File: src/rtl/array_arb_pkg.sv
// Shared defaults, index type and pointer arithmetic for the array write arbiter.
package array_arb_pkg;

    localparam int NUM_REQ_DEF = 4;
    localparam int DEPTH_DEF   = 4;
    localparam int WIDTH_DEF   = 8;

    typedef logic [$clog2(NUM_REQ_DEF)-1:0] req_idx_t;

    // Round-robin successor of k among n requesters, wrapping to zero.
    function automatic int unsigned next_ptr(input int unsigned k, input int unsigned n);
        return (k + 32'd1 >= n) ? 32'd0 : k + 32'd1;
    endfunction

endpackage

File: src/rtl/array_wr_arbiter_rr_pick.sv
// Combinational round-robin picker: first valid requester at or after ptr.
module rr_pick
    import array_arb_pkg::*;
#(
    parameter  int NUM_REQ = NUM_REQ_DEF,
    localparam int IDX_W   = $clog2(NUM_REQ)
) (
    input  logic             req_valid [NUM_REQ],
    input  logic [IDX_W-1:0] ptr,
    output logic             grant     [NUM_REQ],
    output logic             found,
    output logic [IDX_W-1:0] winner
);

    // Scan ptr, ptr+1, ... modulo NUM_REQ and latch onto the first valid one.
    always_comb begin
        logic [IDX_W-1:0] idx;
        idx    = '0;
        found  = 1'b0;
        winner = '0;
        for (int i = 0; i < NUM_REQ; i++) begin
            grant[i] = 1'b0;
        end
        for (int j = 0; j < NUM_REQ; j++) begin
            idx = IDX_W'((int'(ptr) + j) % NUM_REQ);
            if (!found && req_valid[idx]) begin
                found      = 1'b1;
                winner     = idx;
                grant[idx] = 1'b1;
            end
        end
    end

endmodule

File: src/rtl/array_wr_arbiter.sv
// Round-robin arbiter serialising NUM_REQ writers into one shared register
// array through a single stage register, plus a registered read port with
// bypass of the write that is committing in the same cycle.
module array_wr_arbiter
    import array_arb_pkg::*;
#(
    parameter  int NUM_REQ = NUM_REQ_DEF,
    parameter  int DEPTH   = DEPTH_DEF,
    parameter  int WIDTH   = WIDTH_DEF,
    localparam int ADDR_W  = $clog2(DEPTH),
    localparam int IDX_W   = $clog2(NUM_REQ)
) (
    input  logic              clk,
    input  logic              rst,
    input  logic              req_valid [NUM_REQ],
    input  logic [ADDR_W-1:0] req_addr  [NUM_REQ],
    input  logic [WIDTH-1:0]  req_data  [NUM_REQ],
    output logic              req_ready [NUM_REQ],
    input  logic              rd_en,
    input  logic [ADDR_W-1:0] rd_addr,
    output logic [WIDTH-1:0]  rd_data,
    output logic              rd_valid,
    output logic [IDX_W-1:0]  grant_id,
    output logic              oob_err,
    output logic [WIDTH-1:0]  mem_o     [DEPTH]
);

    logic              grant [NUM_REQ];
    logic              found;
    logic [IDX_W-1:0]  winner;
    logic              xfer;
    logic              in_range;

    logic [IDX_W-1:0]  ptr_q, ptr_d;
    logic [IDX_W-1:0]  grant_id_q, grant_id_d;
    logic              st_v_q, st_v_d;
    logic [ADDR_W-1:0] st_addr_q, st_addr_d;
    logic [WIDTH-1:0]  st_data_q, st_data_d;
    logic              oob_err_q, oob_err_d;
    logic [WIDTH-1:0]  mem_q [DEPTH];
    logic [WIDTH-1:0]  mem_d [DEPTH];
    logic [WIDTH-1:0]  rd_data_q, rd_data_d;
    logic              rd_valid_q, rd_valid_d;

    rr_pick #(
        .NUM_REQ (NUM_REQ)
    ) u_pick (
        .req_valid (req_valid),
        .ptr       (ptr_q),
        .grant     (grant),
        .found     (found),
        .winner    (winner)
    );

    assign xfer     = found && !rst;
    assign in_range = (32'(req_addr[winner]) < 32'(DEPTH));

    // Ready follows the picker's one-hot grant, but nothing is accepted in reset.
    always_comb begin
        for (int i = 0; i < NUM_REQ; i++) begin
            req_ready[i] = grant[i] && !rst;
        end
    end

    // Next state: pointer/grant advance on transfer, stage, commit and read.
    always_comb begin
        ptr_d      = ptr_q;
        grant_id_d = grant_id_q;
        if (xfer) begin
            ptr_d      = IDX_W'(next_ptr(32'(winner), NUM_REQ));
            grant_id_d = winner;
        end

        st_v_d    = xfer && in_range;
        st_addr_d = req_addr[winner];
        st_data_d = req_data[winner];
        oob_err_d = xfer && !in_range;

        mem_d = mem_q;
        for (int e = 0; e < DEPTH; e++) begin
            if (st_v_q && st_addr_q == ADDR_W'(e)) begin
                mem_d[e] = st_data_q;
            end
        end

        rd_valid_d = rd_en;
        rd_data_d  = rd_data_q;
        if (rd_en) begin
            rd_data_d = '0;
            for (int e = 0; e < DEPTH; e++) begin
                if (rd_addr == ADDR_W'(e)) begin
                    rd_data_d = mem_q[e];
                end
            end
            if (st_v_q && st_addr_q == rd_addr) begin
                rd_data_d = st_data_q;
            end
        end
    end

    // All state registers; reset also drops any write still sitting in the stage.
    always_ff @(posedge clk) begin
        if (rst) begin
            ptr_q      <= '0;
            grant_id_q <= '0;
            st_v_q     <= 1'b0;
            st_addr_q  <= '0;
            st_data_q  <= '0;
            oob_err_q  <= 1'b0;
            rd_data_q  <= '0;
            rd_valid_q <= 1'b0;
            for (int e = 0; e < DEPTH; e++) begin
                mem_q[e] <= '0;
            end
        end else begin
            ptr_q      <= ptr_d;
            grant_id_q <= grant_id_d;
            st_v_q     <= st_v_d;
            st_addr_q  <= st_addr_d;
            st_data_q  <= st_data_d;
            oob_err_q  <= oob_err_d;
            rd_data_q  <= rd_data_d;
            rd_valid_q <= rd_valid_d;
            mem_q      <= mem_d;
        end
    end

    assign rd_data  = rd_data_q;
    assign rd_valid = rd_valid_q;
    assign grant_id = grant_id_q;
    assign oob_err  = oob_err_q;
    assign mem_o    = mem_q;

endmodule

File: config.mk
export PLATFORM = sky130hd
export DESIGN_NAME = array_wr_arbiter
export DESIGN_NICKNAME = d
export VERILOG_FILES = /design/src/rtl/array_arb_pkg.sv /design/src/rtl/array_wr_arbiter_rr_pick.sv /design/src/rtl/array_wr_arbiter.sv
export SDC_FILE = /design/constraint.sdc
export NUM_CORES = 1
export LEC_CHECK = 0
export ABC_CLOCK_PERIOD_IN_PS = 5100
export CORE_MARGIN = 4
export CORE_UTILIZATION = 40
export DETAILED_ROUTE_END_ITERATION = 8
export PLACE_DENSITY = 0.68
export SLEW_MARGIN = 20
export SYNTH_ARGS = -nofsm -noshare
export SYNTH_HDL_FRONTEND = slang
export SYNTH_SLANG_ARGS = --single-unit
File: constraint.sdc
create_clock -name clk -period 5.1 [get_ports clk]
set_clock_uncertainty 0.05 [all_clocks]
set_input_delay 0.51 -clock clk [delete_from_list [all_inputs] [get_ports clk]]
set_output_delay 0.51 -clock clk [all_outputs]
set_load 0.01 [all_outputs]
# Word-level counts from Yosys, hierarchy flattened
# Index checks and enable logic that the tools add are counted.
# word_totals
memories	0
inputBits	49
rom_bits	0
mem_bits_rw	0
output_inout_bits	48
register_bits	56
latchBits	0
# op_classes
div_mod_pow	0
n_lt_le_gt_ge	10
mul	0
muxes	44
shifts	0
n_addsub	4
bitwise_logic	8
n_eq_ne	7
reduce_logical	23
# ops
cell	count
8-bit two-way mux	7
3-bit greater-or-equal comparator (second input constant)	6
1-bit logical AND	17
8-bit binary-select mux with 2-bit select	1
1-bit two-way mux	16
4-bit two-way mux	4
2-bit NOT with 3-bit output	5
2-bit two-way mux	7
3-bit by 1-bit < comparator with 1-bit output (second input constant)	4
4-bit bitwise OR	3
1-bit binary-select mux with 2-bit select	4
1-bit demux with 2-bit select	4
2-bit == test (second input constant)	4
2-bit adder (second input constant)	2
2-bit binary-select mux with 2-bit select	1
2-bit by 1-bit == test with 1-bit output (second input constant)	2
1-bit logical NOT	4
2-bit logical NOT	2
2-bit by 1-bit adder with 3-bit output (second input constant)	1
2-bit by 1-bit adder with 2-bit output (second input constant)	1
2-bit == test	1

# Logic depth before layout (Yosys ltp)
# Gate-level depths: netlist of run 1.
# depth
word_depth	18
ltp_mapped	14
ltp_nobuf	11

# Cells and area by module
# Synthesis of run 1 repeated with hierarchy kept, for this count alone.
# unflattened
cells_unflattened	272
hier_area_um2	3059.2
# by_module_without_submodules
module	seq_area_each_um2	area_per_inst_um2	cells_each	instances
array_wr_arbiter	1121.1	2640.0	227	1
rr_pick	0.0	419.2	45	1

# Least setup slack after synthesis of run 1
# OpenSTA, ideal clock, no wires.
# synth_timing
path_type	flip-flop to output port
startpoint	reg ptr_q[0]
endpoint	out req_ready[0] (netlist name)
setup_slack_ns	2.002
n_path_buf	3
stages_incl_launch_ff	10
arrival_ns	2.538
path_cell_list	dfxtp_1 buf_2 inv_1 ha_1 buf_2 mux4_2 buf_2 nor4b_2 a221oi_1 nor2_1
# synth_lines
element	line_no	rtl
start, declared	array_wr_arbiter.sv:34	logic [IDX_W-1:0] ptr_q, ptr_d;
start signal, assigned	array_wr_arbiter.sv:116	ptr_q <= ptr_d;
end, declared	array_wr_arbiter.sv:18	output logic req_ready [NUM_REQ],

==> impl_metrics.json, run 1 <==
{
  "status": "finished, final reports clean",
  "grt_pass1_vias": 2877,
  "critical_path_class": "reg -> out",
  "wl_um": 9100,
  "grt_setup_unrepaired": "false",
  "dieArea_mm2": 0.0104,
  "drt-wirelength-per-cell_um": 16.2,
  "die_w_um": 102,
  "grt-ovfl-total": 0,
  "ant_nets": 0,
  "maxCapViolations": 0,
  "cts-root-buf": "clkbuf_8",
  "first_pass_iters": 4,
  "synth_area_per_cell_um2": 9.20,
  "htree_levels": 2,
  "p_int_uw": 1160,
  "rrSetupSlack_ns": 1.48,
  "post-place-ws_ns": 1.44,
  "rows": 33,
  "grt_max_degree": 78,
  "viasPerCell": 5.51,
  "combPwrFrac_pct": 53.7,
  "antenna_found_initial": 0,
  "synth_fa_ha_area_share_pct": 3.20,
  "synth_flop_cell": "dfxtp_1",
  "switching_power_uw": 783,
  "clk_pin_slew_ns": 0.10,
  "hold_buffers": 0,
  "leakagePower_uw": 0.00185,
  "synth_compound_area_share_pct": 14.8,
  "cts_tree": "built",
  "path_max_fanout": 11,
  "min_to": "grant_id[1]",
  "synthSimpleGateAreaFrac_pct": 13.6,
  "cp-start-kind": "flip-flop",
  "vias": 3087,
  "slew_viol_final": 0,
  "diodes": 0,
  "synth_mux_area_share_pct": 28.9,
  "yosysUniqueCellTypes": 42,
  "cts_sinks": 56,
  "cp-end-kind": "primary output",
  "multi_input_area_mm2": 0.00216,
  "finalHoldViolCount": 0,
  "grt_pass1_wl_um": 14300,
  "die_h_um": 102,
  "hpwl_um": 6490,
  "cts_resized": 0,
  "tightest_slew_ns": 1.05,
  "place.gp.congestion": 0.761,
  "setup_tns_ns": 0,
  "seq_area_mm2": 0.00112,
  "hold_path.class": "reg -> reg",
  "synth_top_family_by_area": "multiplexers",
  "clock_latency_ns": 0.31,
  "hold_depth": 2,
  "timing.final.crit_share_pct": 78.4,
  "final_nets": 512,
  "synth_fp_nets": 441,
  "worstHoldStart": "grant_id[1]",
  "synth_seq_cells": 56,
  "timing.rr.end": "ptr_q[0]",
  "fin_crit_ns": 4.00,
  "drive_gt1_share_pct": 9.45,
  "core-area_mm2": 0.00838,
  "io_buffers": 95,
  "switching_share_pct": 40.4,
  "cts-buffers-inserted": 5,
  "ys_async_sr_fraction_pct": 0,
  "drt_iter0_drc": 123,
  "cts_buffer_depth": 2,
  "area_delta_synth_final_pct": 29.5,
  "timing.final.ws_setup_ns": 1.10,
  "n_fill_cell": 789,
  "syn-instance-count": 383,
  "p_clk_share_pct": 15.2,
  "fmax_ghz": 0.250,
  "yosys.area_share.xor_xnor_pct": 0.497,
  "cellPowerDensity_mw_per_mm2": 425,
  "synth_warnings": 0,
  "setup_viol": 0,
  "slew_headroom_pct": 29.7,
  "grt_usage_pct": 17.4,
  "required_ns": 4.54,
  "io_pins": 97,
  "worstReg2RegStart": "ptr_q[0]",
  "ys_seq_area_share_pct": 31.8,
  "reg2reg_depth": 9,
  "irDropWorstVdd_v": 0.000186,
  "seqPwrFrac_pct": 31.1,
  "postCtsSetupBuffers": 0,
  "initial_core_util_pct": 42.0,
  "arrival_ns": 3.44,
  "drcViolationCount": 0,
  "synth_edf_count": 0,
  "syn_area_mm2": 0.00352
}
-- synth_stat cells, types with 2 or more instances --
cell type / number / area, um^2
inv_1: 15 / 56.3
o32ai_1: 10 / 87.6
nor3_1: 11 / 55.1
nand2_1: 15 / 56.3
mux2i_1: 67 / 671
nand3_1: 2 / 10.0
nor2_1: 61 / 229
a211oi_1: 9 / 67.6
buf_6: 4 / 45.0
nand3b_1: 7 / 52.6
mux2_2: 11 / 124
mux4_2: 10 / 225
a21o_1: 2 / 15.0
o21ai_0: 10 / 50.1
xnor2_1: 2 / 17.5
clkbuf_1: 20 / 75.1
a221oi_1: 4 / 35.0
buf_2: 8 / 40.0
dfxtp_1: 56 / 1120
o221ai_1: 10 / 87.6
ha_1: 9 / 113
a21oi_1: 19 / 95.1
nor2b_1: 2 / 12.5
-- worst max-delay path by stage --
stage / startpoint / to / slack [ns]
2_1_floorplan: ptr_q[0] / req_ready[0] / 2.00
3_3_place_gp: req_valid[0] / ptr_q[0] / 1.54
3_5_place_dp: ptr_q[1] / req_ready[2] / 1.44
4_1_cts: ptr_q[1] / req_ready[2] / 1.09
5_1_grt: ptr_q[1] / req_ready[0] / 0.85
6_report: ptr_q[1] / req_ready[2] / 1.10
-- power by group through the flow --
stage	Combinational, uW	Clock (uW)	Sequential, uW
4_1_cts	1040	301	604
2_1_floorplan	784	0	605
5_1_grt	1150	323	618
3_3_place_gp	1020	0	611
3_5_place_dp	1040	0	614
6_report	1040	294	605
-- critical path, stage by stage, from the launching register on --
cell and delay, ns:
dfxtp_1 0.51, inv_1 0.21, ha_1 0.48, mux4_2 0.66
nor4b_2 0.45, a221oi_1 0.15, nor2_1 0.11, clkdlybuf4s50_1 0.54
-- through the flow --
step	cells	area [um^2]	total power [uW]	hold WS, ns	util (%)
after floorplan	383	3520	1390	0.431	-
after global placement	552	4450	1630	0.403	53.0
after detailed placement	552	4450	1660	0.416	53.0
after CTS	560	4560	1950	0.430	54.4
after global routing	560	4560	2090	0.446	54.4
final	560	4560	1940	0.429	54.4
-- state kept, by name, indices dropped and copies added (netlist names) --
register / count
grant_id: 2
mem_o: 32
ptr_q: 2
rd_data: 8
rd_valid: 1
st_addr_q: 2
st_data_q: 8
st_v_q: 1
-- logic make-up after synthesis --
logic type,Yosys count
buf+inv,51
flops,56
mux,88
simple gates,105
xor+xnor,2
fa+ha+maj,9
other cells,1
compound gates,71
-- cell usage in the layout, fill, tap and decap left out, types with 2 or more instances in the layout --
cell type / synthesis / layout
clkbuf_8: 0 / 5
a21oi_1: 19 / 19
mux2_2: 11 / 11
nor2b_1: 2 / 2
mux4_2: 10 / 10
xnor2_1: 2 / 2
ha_1: 9 / 9
mux2i_1: 67 / 67
nor3_1: 11 / 11
a21o_1: 2 / 2
nand3b_1: 7 / 7
o32ai_1: 10 / 10
a211oi_1: 9 / 9
dfxtp_1: 56 / 55
nor2_1: 61 / 61
a221oi_1: 4 / 4
clkdlybuf4s50_1: 0 / 94
nand2_1: 15 / 15
clkinv_4: 0 / 2
inv_1: 15 / 15
o21ai_0: 10 / 10
buf_4: 1 / 4
o221ai_1: 10 / 10
nand3_1: 2 / 2
-- final cells by class --
cell class | count | area share (%)
clock inverters | 3 | 1.04
multi-input cells | 276 | 47.3
clock buffers | 5 | 1.51
well taps | 105 | 2.88
flip-flops and latches | 56 | 24.6
repair buffers | 99 | 21.4
inverters | 16 | 1.32
-- per-layer routing --
layer  global-route usage [%]  vias up  wire length (um)
li1                         -     1534                 -
met1                     22.5     1463              3950
met2                     29.8       80              4590
met3                     3.48       10               413
met4                     4.34        0               146
met5                        0        -                 0
No activity file was read; power rests on OpenSTA's default activity.
==> inputs of run 2 (changes only) <==
Settings changed: ABC_CLOCK_PERIOD_IN_PS 5100 to 3690.
Clock period 5.1 ns to 3.69 ns, I/O delays scaled along.
==> impl_metrics.json, run 2 (synthesis gave the netlist of run 1 again) <==
{
  "dieArea_mm2": 0.0104,
  "drive_gt1_share_pct": 10.7,
  "drt-wirelength-per-cell_um": 16.0,
  "area_delta_synth_final_pct": 30.8,
  "clock_latency_ns": 0.31,
  "cpPeakStageDelay_ns": 0.66,
  "path_max_fanout": 11,
  "final_common_cell": "clkdlybuf4s50_1",
  "final_nets": 517,
  "cts-root-buf": "clkbuf_8",
  "path_cells": "inv_1, ha_2, mux4_2, nor4b_4, a221oi_1, nor2_1, clkdlybuf4s50_1",
  "hpwl_um": 6610,
  "arrival_ns": 3.06,
  "final_cell_mix": "clkdlybuf4s50_1 (94), mux2i_1 (67), nor2_1 (61), dfxtp_1 (55), a21oi_1 (19)",
  "cts_sinks": 56,
  "maxCapViolations": 0,
  "cts_tree": "built",
  "htree_levels": 2,
  "first_pass_iters": 4,
  "grt-ovfl-total": 0,
  "drcViolationCount": 0,
  "cts-buffers-inserted": 5,
  "grt_setup_unrepaired": "false",
  "finalHoldViolCount": 0,
  "diodes": 0,
  "irDropWorstVdd_v": 0.000275,
  "postCtsSetupBuffers": 0,
  "io_pins": 97,
  "required_ns": 3.27,
  "worstReg2RegStart": "ptr_q[0]",
  "hold_path.class": "reg -> reg",
  "placed_cells": 557,
  "tightest_slew_ns": 0.784,
  "vias": 3093,
  "timing.final.crit_share_pct": 94.2,
  "rows": 33,
  "critical_path_class": "reg -> out",
  "status": "finished, final reports clean",
  "antenna_found_initial": 0,
  "top_layer": "met4",
  "slew_headroom_pct": 47.8,
  "die_w_um": 102,
  "slew_viol_final": 0,
  "worstHoldStart": "rd_data[2]",
  "grt_max_degree": 76,
  "wl_met2_um": 4620,
  "grt_pass1_wl_um": 14500,
  "leakagePower_uw": 0.00188,
  "largest_reg_flops": 32,
  "cts_resized": 0,
  "wl_um": 9020,
  "grt_pass1_vias": 2889,
  "cts_buffer_depth": 2,
  "grt_usage_pct": 17.3,
  "hold_buffers": 0,
  "fin_crit_ns": 3.48,
  "setup_tns_ns": 0,
  "viasPerCell": 5.47,
  "clk_pin_slew_ns": 0.10,
  "place.gp.congestion": 0.775,
  "setup_viol": 0,
  "startpoint": "ptr_q[0]",
  "cp-start-kind": "flip-flop",
  "ant_nets": 0,
  "core-area_mm2": 0.00838,
  "drt_iter0_drc": 175,
  "cellPowerDensity_mw_per_mm2": 591,
  "fmax_ghz": 0.288,
  "die_h_um": 102,
  "fin_cells": 565,
  "slowest_stage": "mux4_2",
  "io_buffers": 95,
  "total_power_uw": 2730,
  "initial_core_util_pct": 42.0,
  "cp-end-kind": "primary output",
  "routed-wl-met3_um": 366,
  "wl_met1_um": 3920
}
==> run 2: changes by cell type in the layout (fill, tap and decap cells not counted), sizes merged <==
cell / before / now
buf: 5 / 10
clkinvlp: 0 / 1
clkinv: 2 / 0
inv: 16 / 17
==> run 2: final timing paths <==
check / to / slack (ns) / cells past startpoint
max: req_ready[1] / 0.21 / 7
min: rd_data[2] / 0.44 / 2
max reg2reg: ptr_q[0] / 0.61 / 10
min reg2reg: rd_data[2] / 0.44 / 2
==> run 2: power by group <==
part	total [uW]	switching (uW)	internal [uW]
Combinational	1490	776	715
Clock	407	202	205
Sequential	828	111	717
Total	2730	1090	1640
==> run 2: critical path, delay by kind of cell (launching register included) <==
family / cells / cell delay (ns)
mux: 1 / 0.66
flops: 1 / 0.37
buf+inv: 2 / 0.67
fa+ha+maj: 1 / 0.45
compound gates: 1 / 0.13
simple gates: 2 / 0.47
==> run 2: per-layer routing <==
layer / up-vias / track usage, %
met1: 1474 / 23.1
met5: - / 0
li1: 1538 / -
met3: 8 / 2.66
met2: 73 / 29.7
met4: 0 / 4.04
==> run 2: layout make-up <==
cell class	count	area (um^2)
clock inverter	3	46.3
sequential	56	1120
fill	767	3770
clock buffer	5	68.8
inverter	16	60.1
timing repair buffer	104	1010
multi-input combinational	276	2170
tap	105	131
==> run 2: through the flow <==
stage	instance area [um^2]	setup WS, ns	util [%]	hold WS [ns]
6_report	4610	0.212	55.0	0.437
4_1_cts	4600	0.0758	54.9	0.441
3_3_place_gp	4480	0.527	53.5	0.423
2_1_floorplan	3520	0.733	-	0.431
5_1_grt	4610	0.0331	55.0	0.473
3_5_place_dp	4480	0.428	53.5	0.427
